`config.mk`:
```
export PLATFORM = sky130hd
export DESIGN_NAME = codec_config_sequencer
export DESIGN_NICKNAME = d
export VERILOG_FILES = /design/src/rtl/codec_cfg_pkg.sv /design/src/rtl/codec_cfg_byte_mux.sv /design/src/rtl/codec_config_sequencer.sv
export SDC_FILE = /design/constraint.sdc
export NUM_CORES = 1
export LEC_CHECK = 0
export ABC_AREA = 1
export BUFFER_PORTS_ARGS = -buffer_cell sky130_fd_sc_hd__buf_2
export CAP_MARGIN = 5
export CORE_MARGIN = 10
export CORE_UTILIZATION = 50
export CTS_CLUSTER_SIZE = 12
export DETAILED_ROUTE_END_ITERATION = 16
export PLACE_DENSITY = 0.71
export SKIP_CTS_REPAIR_TIMING = 1
export SLEW_MARGIN = 20
export SYNTH_ARGS = -nofsm -noshare
export SYNTH_HDL_FRONTEND = slang
export SYNTH_HIERARCHICAL = 1
export SYNTH_SLANG_ARGS = --single-unit
```
`constraint.sdc`:
```
create_clock -name i_CLK -period 3 [get_ports i_CLK]
set_clock_uncertainty 0.15 [all_clocks]
set_input_delay 0 -clock i_CLK [delete_from_list [all_inputs] [get_ports i_CLK]]
set_output_delay 0 -clock i_CLK [all_outputs]
set_load 0.02 [all_outputs]
```
`src/rtl/codec_cfg_pkg.sv`:
```
// Shared types and the codec power-up register table.
// Used by codec_config_sequencer and codec_cfg_byte_mux.
package codec_cfg_pkg;

    localparam logic [6:0] CODEC_I2C_ADDR = 7'h1A;

    typedef struct packed {
        logic [6:0] addr;
        logic [8:0] data;
    } codec_reg_t;

    // Unused tail entries repeat the harmless reset write.
    localparam codec_reg_t CODEC_CFG_TABLE [16] = '{
        '{7'd15, 9'h000},
        '{7'd2,  9'h079},
        '{7'd3,  9'h079},
        '{7'd4,  9'h010},
        '{7'd5,  9'h000},
        '{7'd6,  9'h067},
        '{7'd7,  9'h002},
        '{7'd8,  9'h000},
        '{7'd9,  9'h001},
        '{7'd15, 9'h000},
        '{7'd15, 9'h000},
        '{7'd15, 9'h000},
        '{7'd15, 9'h000},
        '{7'd15, 9'h000},
        '{7'd15, 9'h000},
        '{7'd15, 9'h000}
    };

    typedef enum logic [2:0] {
        ST_IDLE,
        ST_LOAD,
        ST_SEND,
        ST_WAIT_ACK,
        ST_GAP,
        ST_DONE,
        ST_ERROR
    } cfg_state_e;

endpackage

```
`src/rtl/codec_cfg_byte_mux.sv`:
```
// Maps table index and byte position to the I2C byte
// and its START/STOP command flags (combinational).
module codec_cfg_byte_mux
    import codec_cfg_pkg::*;
#(
    parameter logic [6:0] DEV_ADDR = CODEC_I2C_ADDR
) (
    input  logic [3:0] index,
    input  logic [1:0] byte_sel,
    output logic [7:0] byte_out,
    output logic       cmd_start,
    output logic       cmd_stop
);

    codec_reg_t entry;

    // Select address byte, register/data-MSB byte or data-LSB byte.
    always_comb begin
        entry     = CODEC_CFG_TABLE[index];
        byte_out  = 8'h00;
        cmd_start = 1'b0;
        cmd_stop  = 1'b0;
        unique case (1'b1)
            (byte_sel == 2'd0): begin
                byte_out  = {DEV_ADDR, 1'b0};
                cmd_start = 1'b1;
            end
            (byte_sel == 2'd1): begin
                byte_out = {entry.addr, entry.data[8]};
            end
            default: begin
                byte_out = entry.data[7:0];
                cmd_stop = 1'b1;
            end
        endcase
    end

endmodule

```
`src/rtl/codec_config_sequencer.sv`:
```
// Walks the codec register table over the I2C byte engine.
// Optional NACK retry: define CODEC_CFG_RETRY_EN.
module codec_config_sequencer
    import codec_cfg_pkg::*;
#(
    parameter logic [6:0]  DEV_ADDR    = CODEC_I2C_ADDR,
    parameter int          NUM_REGS    = 9,
    parameter logic [15:0] GAP_CYCLES  = 16'd1000,
    parameter int          MAX_RETRIES = 3
) (
    input  logic       i_CLK,
    input  logic       i_NRESET,
    input  logic       i_START,
    output logic       o_REQ,
    output logic       o_CMD_START,
    output logic       o_CMD_STOP,
    output logic [7:0] o_BYTE,
    input  logic       i_ACK,
    input  logic       i_NACK,
    output logic       o_BUSY,
    output logic       o_CODEC_READY,
    output logic       o_ERROR,
    output logic [3:0] o_INDEX
);

    if (NUM_REGS < 1 || NUM_REGS > 16 || MAX_RETRIES < 0) begin : g_bad_param
        $error("codec_config_sequencer: parameter out of range");
    end

    localparam logic [3:0] LAST_IDX = 4'(NUM_REGS - 1);

    cfg_state_e  state_q;
    cfg_state_e  state_d;
    logic [3:0]  index_q;
    logic [1:0]  byte_cnt_q;
    logic [15:0] gap_q;
    logic [7:0]  byte_q;
    logic        cmd_start_q;
    logic        cmd_stop_q;
    logic [7:0]  mux_byte;
    logic        mux_start;
    logic        mux_stop;
    logic        start_ok;
    logic        ack_ok;
    logic        last_byte;
    logic        gap_end;

`ifdef CODEC_CFG_RETRY_EN
    localparam logic [7:0] RETRY_CAP = 8'(MAX_RETRIES);
    logic [7:0] retry_q;
    logic       failed_q;
    logic       ack_retry;
`endif

    codec_cfg_byte_mux #(
        .DEV_ADDR(DEV_ADDR)
    ) u_mux (
        .index    (index_q),
        .byte_sel (byte_cnt_q),
        .byte_out (mux_byte),
        .cmd_start(mux_start),
        .cmd_stop (mux_stop)
    );

    assign start_ok  = i_START &&
                       (state_q inside {ST_IDLE, ST_DONE, ST_ERROR});
    assign ack_ok    = (state_q == ST_WAIT_ACK) && i_ACK && !i_NACK;
    assign last_byte = (byte_cnt_q == 2'd2);
    assign gap_end   = (gap_q == 16'd0);

`ifdef CODEC_CFG_RETRY_EN
    assign ack_retry = (state_q == ST_WAIT_ACK) && i_ACK && i_NACK &&
                       (retry_q != RETRY_CAP);
`endif

    // State register; reset aborts any transaction at once.
    always_ff @(posedge i_CLK or negedge i_NRESET) begin
        if (!i_NRESET) state_q <= ST_IDLE;
        else           state_q <= state_d;
    end

    // Next-state logic.
    always_comb begin
        state_d = state_q;
        unique case (state_q)
            ST_IDLE, ST_DONE, ST_ERROR: begin
                if (i_START) state_d = ST_LOAD;
            end
            ST_LOAD: state_d = ST_SEND;
            ST_SEND: state_d = ST_WAIT_ACK;
            ST_WAIT_ACK: begin
                if (i_ACK) begin
                    if (!i_NACK) begin
                        state_d = last_byte ? ST_GAP : ST_LOAD;
                    end else begin
`ifdef CODEC_CFG_RETRY_EN
                        state_d = (retry_q == RETRY_CAP) ? ST_ERROR : ST_GAP;
`else
                        state_d = ST_ERROR;
`endif
                    end
                end
            end
            ST_GAP: begin
                if (gap_end) begin
`ifdef CODEC_CFG_RETRY_EN
                    if (failed_q)                 state_d = ST_LOAD;
                    else if (index_q == LAST_IDX) state_d = ST_DONE;
                    else                          state_d = ST_LOAD;
`else
                    if (index_q == LAST_IDX) state_d = ST_DONE;
                    else                     state_d = ST_LOAD;
`endif
                end
            end
            default: state_d = ST_IDLE;
        endcase
    end

    // Status outputs decoded from the state.
    always_comb begin
        o_REQ         = state_q inside {ST_SEND, ST_WAIT_ACK};
        o_BUSY        = state_q inside {ST_LOAD, ST_SEND, ST_WAIT_ACK, ST_GAP};
        o_CODEC_READY = (state_q == ST_DONE);
        o_ERROR       = (state_q == ST_ERROR);
    end

    assign o_BYTE      = byte_q;
    assign o_CMD_START = cmd_start_q;
    assign o_CMD_STOP  = cmd_stop_q;
    assign o_INDEX     = index_q;

    // Index, byte position, gap timer and the held byte/flags.
    always_ff @(posedge i_CLK or negedge i_NRESET) begin
        if (!i_NRESET) begin
            index_q     <= 4'd0;
            byte_cnt_q  <= 2'd0;
            gap_q       <= 16'd0;
            byte_q      <= 8'h00;
            cmd_start_q <= 1'b0;
            cmd_stop_q  <= 1'b0;
`ifdef CODEC_CFG_RETRY_EN
            retry_q     <= 8'd0;
            failed_q    <= 1'b0;
`endif
        end else begin
            if (start_ok) begin
                index_q    <= 4'd0;
                byte_cnt_q <= 2'd0;
`ifdef CODEC_CFG_RETRY_EN
                retry_q    <= 8'd0;
                failed_q   <= 1'b0;
`endif
            end
            if (state_q == ST_LOAD) begin
                byte_q      <= mux_byte;
                cmd_start_q <= mux_start;
                cmd_stop_q  <= mux_stop;
            end
            if (ack_ok) begin
                if (last_byte) begin
                    gap_q   <= GAP_CYCLES - 16'd1;
`ifdef CODEC_CFG_RETRY_EN
                    retry_q <= 8'd0;
`endif
                end else begin
                    byte_cnt_q <= byte_cnt_q + 2'd1;
                end
            end
`ifdef CODEC_CFG_RETRY_EN
            if (ack_retry) begin
                gap_q    <= GAP_CYCLES - 16'd1;
                failed_q <= 1'b1;
                retry_q  <= retry_q + 8'd1;
            end
`endif
            if (state_q == ST_GAP) begin
                if (!gap_end) begin
                    gap_q <= gap_q - 16'd1;
                end else begin
                    byte_cnt_q <= 2'd0;
`ifdef CODEC_CFG_RETRY_EN
                    failed_q <= 1'b0;
                    if (!failed_q && index_q != LAST_IDX)
                        index_q <= index_q + 4'd1;
`else
                    if (index_q != LAST_IDX)
                        index_q <= index_q + 4'd1;
`endif
                end
            end
        end
    end

endmodule

```
==> results.md, run 1 <==
- Cells after Synth: ~320
- Initial Utilization: ~50%
- Crit path max fanout: 8
- Switching Fraction: 44.4%
- Vias in the first global route: about 2,000
- Routed len/inst: around 13 um
- Post-Route Utilization: 56.5%
- Min Tclk post-route: roughly 1.8 ns
- Flop pwr share: between 30% and 40%
- Cell taking the most area after synthesis: dfrtp_1
- Failing checks: hold timing
- Outcome: finished with violations
- Layout area overhead: 10.8%
- Clock power share: between 10% and 20%
- Post-synth ARST share: 100%
- Synth top area share: between 30 and 40%
- Fmax: ~540 MHz
- Pwr per Cell Area: just over 900 nW/um^2
- Total global-route track usage: roughly 14%
- I/O Buffers: 22
- Worst-case clock buffer depth: 2
- Drt pass-1 iters: 4
- Nature of the critical path startpoint: flop
- Initial antenna violation count: 0
- IO Pins: 23
- Maximum Capacitance Violations: 0
- Critical Path, Cell by Cell: inv_1 > ha_1 > nand2_1 > nand3_1 > nand3_1 > nand3_1 > mux2_2
- DP Wirelength: ~3800 um
- Die Ht: roughly 90 um
- Worst vdd ir: slightly below 0.6 mV
- Post-synthesis register bit count: 35
- Avg Inst Size Synth: between 7 and 8 um^2
- WP data required: around 3.0 ns
- Multi-input logic area: about 1300 um^2
- Post-DRT Antenna Nets: 0
- Net count after synthesis: roughly 340
- Critical Path Slowest Stage Cell: dfrtp_1
- Buf/Inv on CP: 1
- Ys Warns: 6
- Initial DRC count: roughly 130
- Clock Latency Late Sink: between 0.2 and 0.3 ns
- Setup TNS: 0 ns
- Yosys cell types: 33
- Internal: 1.34 mW
- Worst slew pin tran: about 0.78 ns
- Max-slew headroom: between 40% and 50%
- Fin Hold WS: -0.0150 ns
- Most common cell in the netlist: nand2_1
- Vias per Instance: roughly 5.2
- Die X: 89.2 um
- Comb pwr share: approximately 46%
- Leak: 1.38 nW
- Top cells by area, synth: dfrtp_1, nand2_1, nand3_1
- Die area: a little under 8000 um^2
- Class of the worst hold path: input port to flop
- Gpl congestion: between 0.8 and 0.9
- CP Class: flop to flop
- Clk pin slew, worst setup/hold paths: 0.07 ns
- Mapped Area: approximately 2400 um^2
- First-pass GRT wire length: 9110 um
- Largest net degree at the start of global routing: 36
- Clock buffer count from CTS: 5
- Core area: 4690 um^2
- Post-synth EDFFs: 0
- Total gr overflow: 0
- Fillers: around 440
- Fin crit share: about three fifths
- Most used cell, CP: nand3_1
- Largest delay share family, worst path: flip-flops
- Post-synth top cells: nand2_1, inv_1, nand3_1
- Hold Violations, Final: 1
- CP Capture Type: flop
- Worst endpoint data arrival time: between 1.5 and 2 ns
- Max-slew violation count: 0
- Unrepaired setup endpoints after global routing: no
- Final WL: about 5100 um
- Root Driver: clkbuf_8
- H-tree depth: 2
- CTS tree: built
- Seq/Total Area, Yosys: between 30% and 40%
- Max incr delay on CP: ~0.51 ns
- Final setup viols: 0
- CTS sink cnt: 35
- Vias after detailed routing: roughly 2,100
- NetSw: roughly 1.1 mW
- Cell Rows: 25
- Register area: 876 um^2
- Diodes inserted: 0
- DR DRC count: 0
- Ys flop type: dfrtp_1
- Layout cells sized above 1: between 20% and 30%
- Layout Nets: 361
-- final cells by class --
| type | instances | share of cell area (%) |
|---|---|---|
| multi-input cells | 236 | 48.3 |
| flip-flops and latches | 35 | 33.0 |
| inverters | 46 | 6.79 |
| repair buffers | 24 | 4.91 |
| clock buffers | 6 | 3.11 |
| well taps | 54 | 2.55 |
| clock inverters | 2 | 1.32 |
-- power groups by stage --
stage          Combinational (mW)  Sequential (mW)  Clock, mW
6_report                     1.10            0.874      0.439
5_1_grt                      1.26            0.910      0.474
4_1_cts                      1.12            0.870      0.452
3_5_place_dp                 1.11            0.877          0
3_3_place_gp                 1.09            0.877          0
2_1_floorplan               0.849            0.877          0
-- flip-flops by register name, summed over array words and instances, names as in the netlist --
register and cells:
byte_cnt_q 2, o_CMD_START 1, state_q 3, gap_q 16, o_CMD_STOP 1, o_BYTE 8, o_INDEX 4
-- kinds of logic (layout without fill, tap and decap cells) --
kind of cell / count (synthesis) / after routing / share of synthesized area [%]
adder cells (fa/ha/maj): 8 / 8 / 4.18
multiplexers: 10 / 10 / 4.70
other: 1 / 1 / 0.157
flip-flops: 35 / 35 / 36.6
AND/OR/NAND/NOR: 189 / 189 / 36.8
buffers and inverters: 53 / 78 / 9.93
XOR/XNOR: 6 / 6 / 2.19
AO/OA/AOI/OAI: 22 / 22 / 5.43
-- worst reg2reg max path, cell delays in order, from the launching register on --
cell	delay, ns
dfrtp_1	0.51
inv_1	0.12
ha_1	0.35
nand2_1	0.11
nand3_1	0.08
nand3_1	0.09
nand3_1	0.07
mux2_2	0.26
-- stage by stage --
step / total power [mW] / instance area [um^2] / worst slack, ns / instances
detailed placement: 1.99 / 2510 / 1.19 / 393
floorplan: 1.73 / 2390 / 1.23 / 324
global route: 2.65 / 2650 / 0.999 / 403
CTS: 2.44 / 2630 / 1.16 / 401
global placement: 1.97 / 2510 / 1.23 / 393
finish: 2.41 / 2650 / 1.15 / 403
-- cell usage in the layout, fill, tap and decap left out, types with 5 or more instances in the layout --
cell type	count
nand3_1	37
clkbuf_8	6
o21ai_0	5
nand4_1	7
o21ai_1	7
ha_1	8
nand2_1	90
mux2_2	10
nor2_4	5
inv_2	8
xor2_1	5
nor2_1	32
buf_2	22
inv_1	37
dfrtp_1	35
a21oi_1	5
-- path summary, 6_finish.rpt --
check                                         endpoint  cells after the start                  start  slack [ns]
worst min register to register   o_BYTE[7]$_DFFE_PN0P_                      1  o_BYTE[7]$_DFFE_PN0P_        0.35
worst max register to register   o_BYTE[2]$_DFFE_PN0P_                      7   o_INDEX[0]$_DFF_PN0_        1.15
worst max-delay path             o_BYTE[2]$_DFFE_PN0P_                      7   o_INDEX[0]$_DFF_PN0_        1.15
max in group asynchronous           gap_q[0]$_DFF_PN0_                      2               i_NRESET        2.01
worst min-delay path            state_q[0]$_DFFE_PN0P_                      6                 i_NACK       -0.02
min in group asynchronous        o_BYTE[3]$_DFFE_PN0P_                      2               i_NRESET        0.20
-- per-layer routing --
layer  GRT usage (%)  vias to the layer above  part of all wire (%)
li1                -                     1073                     -
met1            18.5                      963                    48
met2            23.2                       42                    45
met3            3.01                        5                   5.5
met4            4.62                        0                   1.2
met5               0                        -                     0
No activity file was read; power rests on OpenSTA's default activity.
==> run 2, diff against run 1 <==
Settings changed: ABC_AREA 1 to 0, PLACE_DENSITY 0.71 to 0.74.
Clock period 3 ns to 1.55 ns, I/O delays scaled along.
==> run 2 against run 1 <==
The run ends with setup timing left; combinational power rose to 3.4 times the previous value; non-clock buffer count up 60; global-route usage up 0.30 points; die area down 6.2%; total power rose to 2.5 times the previous value; critical path depth down 1; final area up 18%; sequential share of layout area down 4.8 points; sequential power up 92%; critical path type unchanged; largest cell class unchanged.
==> results.md, run 2 <==
- Commonest non-fill, non-tap cell in the layout: buf_4 (was nand2_1)
- IO Pins: 23 (unchanged)
- R2R Path Start: gap_q[2]$_DFF_PN0_ (was o_INDEX[0]$_DFF_PN0_)
- Post-synthesis register bit count: 35 (unchanged)
- Fmax: 487 MHz (was 541 MHz)
- Initial antenna violation count: 0 (unchanged)
- H-tree depth: 2 (unchanged)
- CTS tree: built (unchanged)
- Hold depth: 4 (was 6)
- Gpl congestion: 0.854 (was 0.868)
- Clk pin slew, worst setup/hold paths: 0.07 ns (about the same)
- Layout area overhead: 41.5% (was 10.8%)
- Largest delay share family, worst path: simple AND/OR/NAND/NOR gates (was flip-flops)
- Comb pwr share: 61.7% (was 45.6%)
- Yosys cell types: 57 (was 33)
- Final setup viols: 35 (was 0)
- Net count after synthesis: 238 (was 337)
- Crit path max fanout: 6 (was 8)
- Clock buffer count from CTS: 5 (unchanged)
- Most frequent cells in the layout: buf_4, dfrtp_1, buf_2 (was nand2_1, inv_1, nand3_1)
- Final WL: 6220 um (was 5100 um)
- Mapped Area: 2200 um^2 (was 2390 um^2)
- Leak: 1.39 nW (was 1.38 nW)
- Vias per Instance: 5.73 (was 5.17)
- Layout Nets: 317 (was 361)
- Ys flop type: dfrtp_1 (unchanged)
- Number of flip-flops in the largest register: 16 (unchanged)
- Fin crit share: 133% (was 61.6%)
- Root Driver: clkbuf_8 (unchanged)
- Worst vdd ir: 0.929 mV (was 0.585 mV)
- CTS sink cnt: 35 (unchanged)
- Synth top area share: 39.8% (was 36.6%)
- Buf/Inv on CP: 2 (was 1)
- Cell taking the most area after synthesis: dfrtp_1 (unchanged)
- Top cells by area, synth: dfrtp_1, mux2i_1, mux2_2 (was dfrtp_1, nand2_1, nand3_1)
- Switching Fraction: 42.4% (was 44.4%)
- Unrepaired setup endpoints after global routing: yes (was no)
- CP Class: flop to flop (unchanged)
- Routed len/inst: 17.5 um (was 12.7 um)
- Die area: 7460 um^2 (was 7960 um^2)
- First-pass GRT wire length: 8890 um (was 9110 um)
- Worst-case clock buffer depth: 2 (unchanged)
- Initial DRC count: 112 (was 127)
- Most used cell, CP: buf_6 (was nand3_1)
- Vias in the first global route: 1,927 (was 2,034)
- HP Start: i_NACK (unchanged)
- Ys Warns: 6 (unchanged)
- Vias after detailed routing: 2,041 (was 2,083)
- Layout cells sized above 1: 44.7% (was 20.9%)
- I/O Buffers: 22 (unchanged)
- Finished Layout Cells: 356 (was 403)
- Clock Latency Late Sink: 0.29 ns (about the same)
- Clock power share: 10.4% (was 18.2%)
- WP data required: 1.59 ns (was 3.02 ns)
- Failing checks: setup timing (was hold timing)
- Critical Path Slowest Stage Cell: dfrtp_1 (unchanged)
- CP Capture Type: flop (unchanged)
- Post-synth ARST share: 100% (unchanged)
- NetSw: 2.56 mW (was 1.07 mW)
- Total gr overflow: 0 (unchanged)
- Maximum Capacitance Violations: 0 (unchanged)
- Die Ht: 86.4 um (was 89.2 um)
- Biggest register: gap_q (unchanged)
- Cell Rows: 24 (was 25)
- Min Tclk post-route: 2.05 ns (was 1.85 ns)
- Max incr delay on CP: 0.39 ns (was 0.51 ns)
- Die X: 86.4 um (was 89.2 um)
- Max-slew violation count: 0 (unchanged)
- Diodes inserted: 0 (unchanged)
- Setup WS post-layout: -0.504 ns (was 1.15 ns)
- Post-synth EDFFs: 0 (unchanged)
- Placed cells: 338 (was 393)
- DR DRC count: 0 (unchanged)
- Largest net degree at the start of global routing: 21 (was 36)
- DP Wirelength: 4150 um (was 3820 um)
- Initial Utilization: 51.0% (about the same)
- Outcome: finished with violations (unchanged)
- Flop2flop setup slack: -0.50 ns (was 1.15 ns)
- Critical Path, Cell by Cell: buf_6 > nor4_4 > nand4_1 > buf_6 > nor3_1 > mux2i_1 (was inv_1 > ha_1 > nand2_1 > nand3_1 > nand3_1 > nand3_1 > mux2_2)
- Worst endpoint data arrival time: 2.09 ns (was 1.87 ns)
- Worst Hold Path EP: state_q[1]$_DFFE_PN0P_ (was state_q[0]$_DFFE_PN0P_)
- Class of the worst hold path: input port to flop (unchanged)
- RR Endpoint: gap_q[8]$_DFF_PN0_ (was o_BYTE[2]$_DFFE_PN0P_)
- Total global-route track usage: 14.6% (was 14.3%)
- Nature of the critical path startpoint: flop (unchanged)
- Pwr per Cell Area: 1940 nW/um^2 (was 910 nW/um^2)
- Post-Route Utilization: 72.1% (was 56.5%)
- CP startpoint: gap_q[2]$_DFF_PN0_ (was o_INDEX[0]$_DFF_PN0_)
- Fillers: 303 (was 442)
- Pwr Total: 6.04 mW (was 2.41 mW)
- Worst reg-to-reg path cell count: 6 (was 7)
- Drt pass-1 iters: 4 (unchanged)
- Core area: 4320 um^2 (was 4690 um^2)
- Most common cell in the netlist: dfrtp_1 (was nand2_1)
- Seq/Total Area, Yosys: 39.8% (was 36.6%)
- Post-synth top cells: dfrtp_1, nor2_1, mux2i_1 (was nand2_1, inv_1, nand3_1)
- Dpl ws: -0.404 ns (was 1.19 ns)
- Internal: 3.48 mW (was 1.34 mW)
- Avg Inst Size Synth: 9.79 um^2 (was 7.39 um^2)
- Cells after Synth: 225 (was 324)
- Post-DRT Antenna Nets: 0 (unchanged)
- Flop pwr share: 27.8% (was 36.2%)
- Hold Violations, Final: 0 (was 1)
## run 2: cell count changes after synthesis, moves of 5 or more
cell,change
o21ai_1,-7
mux2i_1,+16
inv_2,-8
xor2_1,-5
o21ai_0,+5
nor2_1,-12
nor2_4,-5
inv_1,-24
nand4_1,-6
nand3_1,-31
o211ai_1,+7
nand2b_1,+6
nand2_1,-75
## run 2: per-layer routing
metal / track usage [%] / share of wire, % / vias to the layer above
met5: 0 / 0 / -
li1: - / - / 970
met1: 16.1 / 41 / 1005
met2: 26.2 / 52 / 47
met4: 5.30 / 2.7 / 0
met3: 3.75 / 4.1 / 19
## run 2: cell families (layout without fill, tap and decap cells)
group	Yosys count	in the layout	synth area share [%]
adder cells (fa/ha/maj)	8	8	4.54
XOR/XNOR	2	2	0.795
AND/OR/NAND/NOR	83	83	22.1
flip-flops	35	35	39.8
multiplexers	27	27	13.0
AO/OA/AOI/OAI	44	44	13.8
buffers and inverters	25	104	5.79
other	1	1	0.170
## run 2: worst max-delay path by stage
stage	to	slack (ns)	cells after the start
after floorplan	state_q[2]$_DFFE_PN0P_	-0.33	5
after global routing	gap_q[8]$_DFF_PN0_	-0.60	6
after detailed placement	state_q[2]$_DFFE_PN0P_	-0.40	5
after CTS	o_INDEX[3]$_DFF_PN0_	-0.43	5
after global placement	state_q[2]$_DFFE_PN0P_	-0.34	5
final	gap_q[8]$_DFF_PN0_	-0.50	6
## run 2: area by class of cell
type | count | area (um^2) | share of cell area (%)
clock buffers | 7 | 76.3 | 2.45
inverters | 13 | 53.8 | 1.73
multi-input cells | 165 | 1400 | 44.9
flip-flops and latches | 35 | 881 | 28.3
well taps | 52 | 65.1 | 2.09
repair buffers | 84 | 641 | 20.5
## run 2: worst min-delay path: cells and delay by family
kind	cells	cell delay [ns]
AOI/OAI and AO/OA	2	0.23
buffers and inverters	2	0.17
## run 2: power groups by stage
stage / registers [mW] / clock network (mW) / logic [mW]
6_report: 1.68 / 0.630 / 3.73
4_1_cts: 1.64 / 0.642 / 3.26
5_1_grt: 1.72 / 0.664 / 4.02
2_1_floorplan: 1.86 / 0 / 1.78
3_5_place_dp: 1.65 / 0 / 3.23
3_3_place_gp: 1.62 / 0 / 3.13
## run 2: per-stage QoR
step                TNS (ns)  instance area (um^2)  hold slack (ns)
global route          -11.05                  3120           0.0407
finish                 -8.82                  3120           0.0266
global placement       -6.52                  2800           -0.266
CTS                    -8.63                  2880           -0.578
floorplan              -5.60                  2310           -0.446
detailed placement     -7.97                  2800           -0.265
==> run 3, diff against run 2 <==
Settings changed: BUFFER_PORTS_ARGS -buffer_cell sky130_fd_sc_hd__buf_2 to not set, DONT_BUFFER_PORTS set to 1, PLACE_DENSITY 0.74 to 0.7.
==> run 3 against run 2 <==
The flow still finishes with violations (setup timing); via count is 3.8% lower; highest routed layer unchanged; clock-buffer cell count up 1; die area stayed put; largest power group unchanged; hold slack lost 0.016 ns; clock power up 19%; final cell count is 3.4% lower; sequential share of layout area increased by 0.22 points; register-to-register slack improved by 0.07 ns; global-route usage is 0.10 points higher; sequential cell count unchanged.
==> results.md, run 3 (synthesis gave the netlist of run 2 again) <==
- Outcome: finished with violations (unchanged)
- Failing checks: setup timing (unchanged)
- Pwr per Cell Area: 1960 nW/um^2 (was 1940 nW/um^2)
- Crit path max fanout: 9 (was 6)
- Commonest non-fill, non-tap cell in the layout: buf_4 (unchanged)
- Root Driver: clkbuf_8 (unchanged)
- DR DRC count: 0 (unchanged)
- Biggest register: gap_q (unchanged)
- Maximum Capacitance Violations: 0 (unchanged)
- Largest net degree at the start of global routing: 36 (was 21)
- Initial antenna violation count: 0 (unchanged)
- Final setup viols: 30 (was 35)
- Clock Latency Late Sink: 0.29 ns (about the same)
- Worst-case clock buffer depth: 2 (unchanged)
- Die area: 7460 um^2 (unchanged)
- Dpl cell area: 2750 um^2 (was 2800 um^2)
- Number of flip-flops in the largest register: 16 (unchanged)
- Most frequent cells in the layout: buf_4, dfrtp_1, mux2i_1, nor2_1, nand2_1 (was buf_4, dfrtp_1, buf_2)
- Min Tclk post-route: 1.98 ns (was 2.05 ns)
- Fillers: 306 (was 303)
- Final WL: 5770 um (was 6220 um)
- Flop2flop setup slack: -0.43 ns (was -0.50 ns)
- Class of the worst hold path: input port to asynchronous set/reset pin (was input port to flop)
- Leak: 1.35 nW (was 1.39 nW)
- Nature of the critical path startpoint: flop (unchanged)
- Layout cells sized above 1: 43.8% (was 44.7%)
- Vias in the first global route: 1,806 (was 1,927)
- Initial Utilization: 51.0% (unchanged)
- I/O Buffers: 0 (was 22)
- Max-slew violation count: 0 (unchanged)
- Cell Rows: 24 (unchanged)
- Setup TNS: -8.76 ns (was -8.82 ns)
- Worst reg-to-reg path cell count: 5 (was 6)
- Core area: 4320 um^2 (unchanged)
- Diodes inserted: 0 (unchanged)
- Fin crit share: 128% (was 133%)
- CTS tree: built (unchanged)
- Gpl congestion: 0.830 (was 0.854)
- First-pass GRT wire length: 8870 um (was 8890 um)
- Vias per Instance: 5.71 (was 5.73)
- Clock buffer count from CTS: 5 (unchanged)
- Total global-route track usage: 14.7% (was 14.6%)
- Total gr overflow: 0 (unchanged)
- RR Endpoint: state_q[2]$_DFFE_PN0P_ (was gap_q[8]$_DFF_PN0_)
- WP data required: 1.58 ns (was 1.59 ns)
- Hold Violations, Final: 0 (unchanged)
- R2R Path Start: gap_q[7]$_DFF_PN0_ (was gap_q[2]$_DFF_PN0_)
- DP Wirelength: 3960 um (was 4150 um)
- Vias after detailed routing: 1,964 (was 2,041)
- Layout Nets: 304 (was 317)
- CP Class: flop to flop (unchanged)
- IO Pins: 23 (unchanged)
- Fin area: 3090 um^2 (was 3120 um^2)
- Fin Hold WS: 0.0108 ns (was 0.0266 ns)
- Fmax: 504 MHz (was 487 MHz)
- Post-DRT Antenna Nets: 0 (unchanged)
- Die X: 86.4 um (unchanged)
- H-tree depth: 2 (unchanged)
- Die Ht: 86.4 um (unchanged)
- Unrepaired setup endpoints after global routing: yes (unchanged)
- Worst endpoint data arrival time: 2.02 ns (was 2.09 ns)
- CP Capture Type: flop (unchanged)
- Setup WS post-layout: -0.433 ns (was -0.504 ns)
- Initial DRC count: 130 (was 112)
- Layout area overhead: 40.4% (was 41.5%)
- Clk pin slew, worst setup/hold paths: 0.07 ns (about the same)
- Worst vdd ir: 0.797 mV (was 0.929 mV)
- CTS sink cnt: 35 (unchanged)
- Routed len/inst: 16.8 um (was 17.5 um)
- Drt pass-1 iters: 4 (unchanged)
[run 3: area by class of cell]
| class | instances | area, um^2 | area share, % |
|---|---|---|---|
| multi-input cells | 165 | 1400 | 45.2 |
| flip-flops and latches | 35 | 881 | 28.5 |
| repair buffers | 71 | 594 | 19.2 |
| clock buffers | 8 | 100 | 3.23 |
| well taps | 52 | 65.1 | 2.10 |
| inverters | 13 | 53.8 | 1.74 |
[run 3: critical path: stages (launching register included)]
cell and delay, ns:
dfrtp_1 0.40, or4_4 0.58, nor4_4 0.25, buf_6 0.18, a311oi_1 0.09, a211o_1 0.23
[run 3: metal layers]
layer  GRT usage (%)  share of wire [%]  up-vias
met4            5.30                1.6        0
met2            23.7                 50       33
li1                -                  -      944
met3            4.60                3.9        8
met1            18.0                 44      979
met5               0                  0        -
[run 3: worst max-delay path by stage]
| stage | start | end | depth (start not counted) |
|---|---|---|---|
| floorplan | gap_q[7]$_DFF_PN0_ | state_q[2]$_DFFE_PN0P_ | 5 |
| global placement | gap_q[9]$_DFF_PN0_ | state_q[2]$_DFFE_PN0P_ | 5 |
| detailed placement | gap_q[9]$_DFF_PN0_ | state_q[2]$_DFFE_PN0P_ | 5 |
| CTS | gap_q[9]$_DFF_PN0_ | state_q[2]$_DFFE_PN0P_ | 5 |
| global route | gap_q[9]$_DFF_PN0_ | state_q[2]$_DFFE_PN0P_ | 5 |
| finish | gap_q[7]$_DFF_PN0_ | state_q[2]$_DFFE_PN0P_ | 5 |
[run 3: per-stage QoR]
stage	std cells	power, mW	worst slack, ns	util (%)
4_1_cts	334	5.59	-0.409	66.0
2_1_floorplan	225	3.63	-0.333	-
6_report	344	6.07	-0.433	71.6
3_5_place_dp	326	4.82	-0.402	63.7
3_3_place_gp	326	4.74	-0.346	63.7
5_1_grt	344	6.48	-0.491	71.6
[run 3: power breakdown]
| group | total [mW] | internal, mW | switching, mW |
|---|---|---|---|
| clock | 0.748 | 0.406 | 0.342 |
| combinational | 3.49 | 1.85 | 1.64 |
| sequential | 1.83 | 1.29 | 0.538 |
| total | 6.07 | 3.55 | 2.52 |
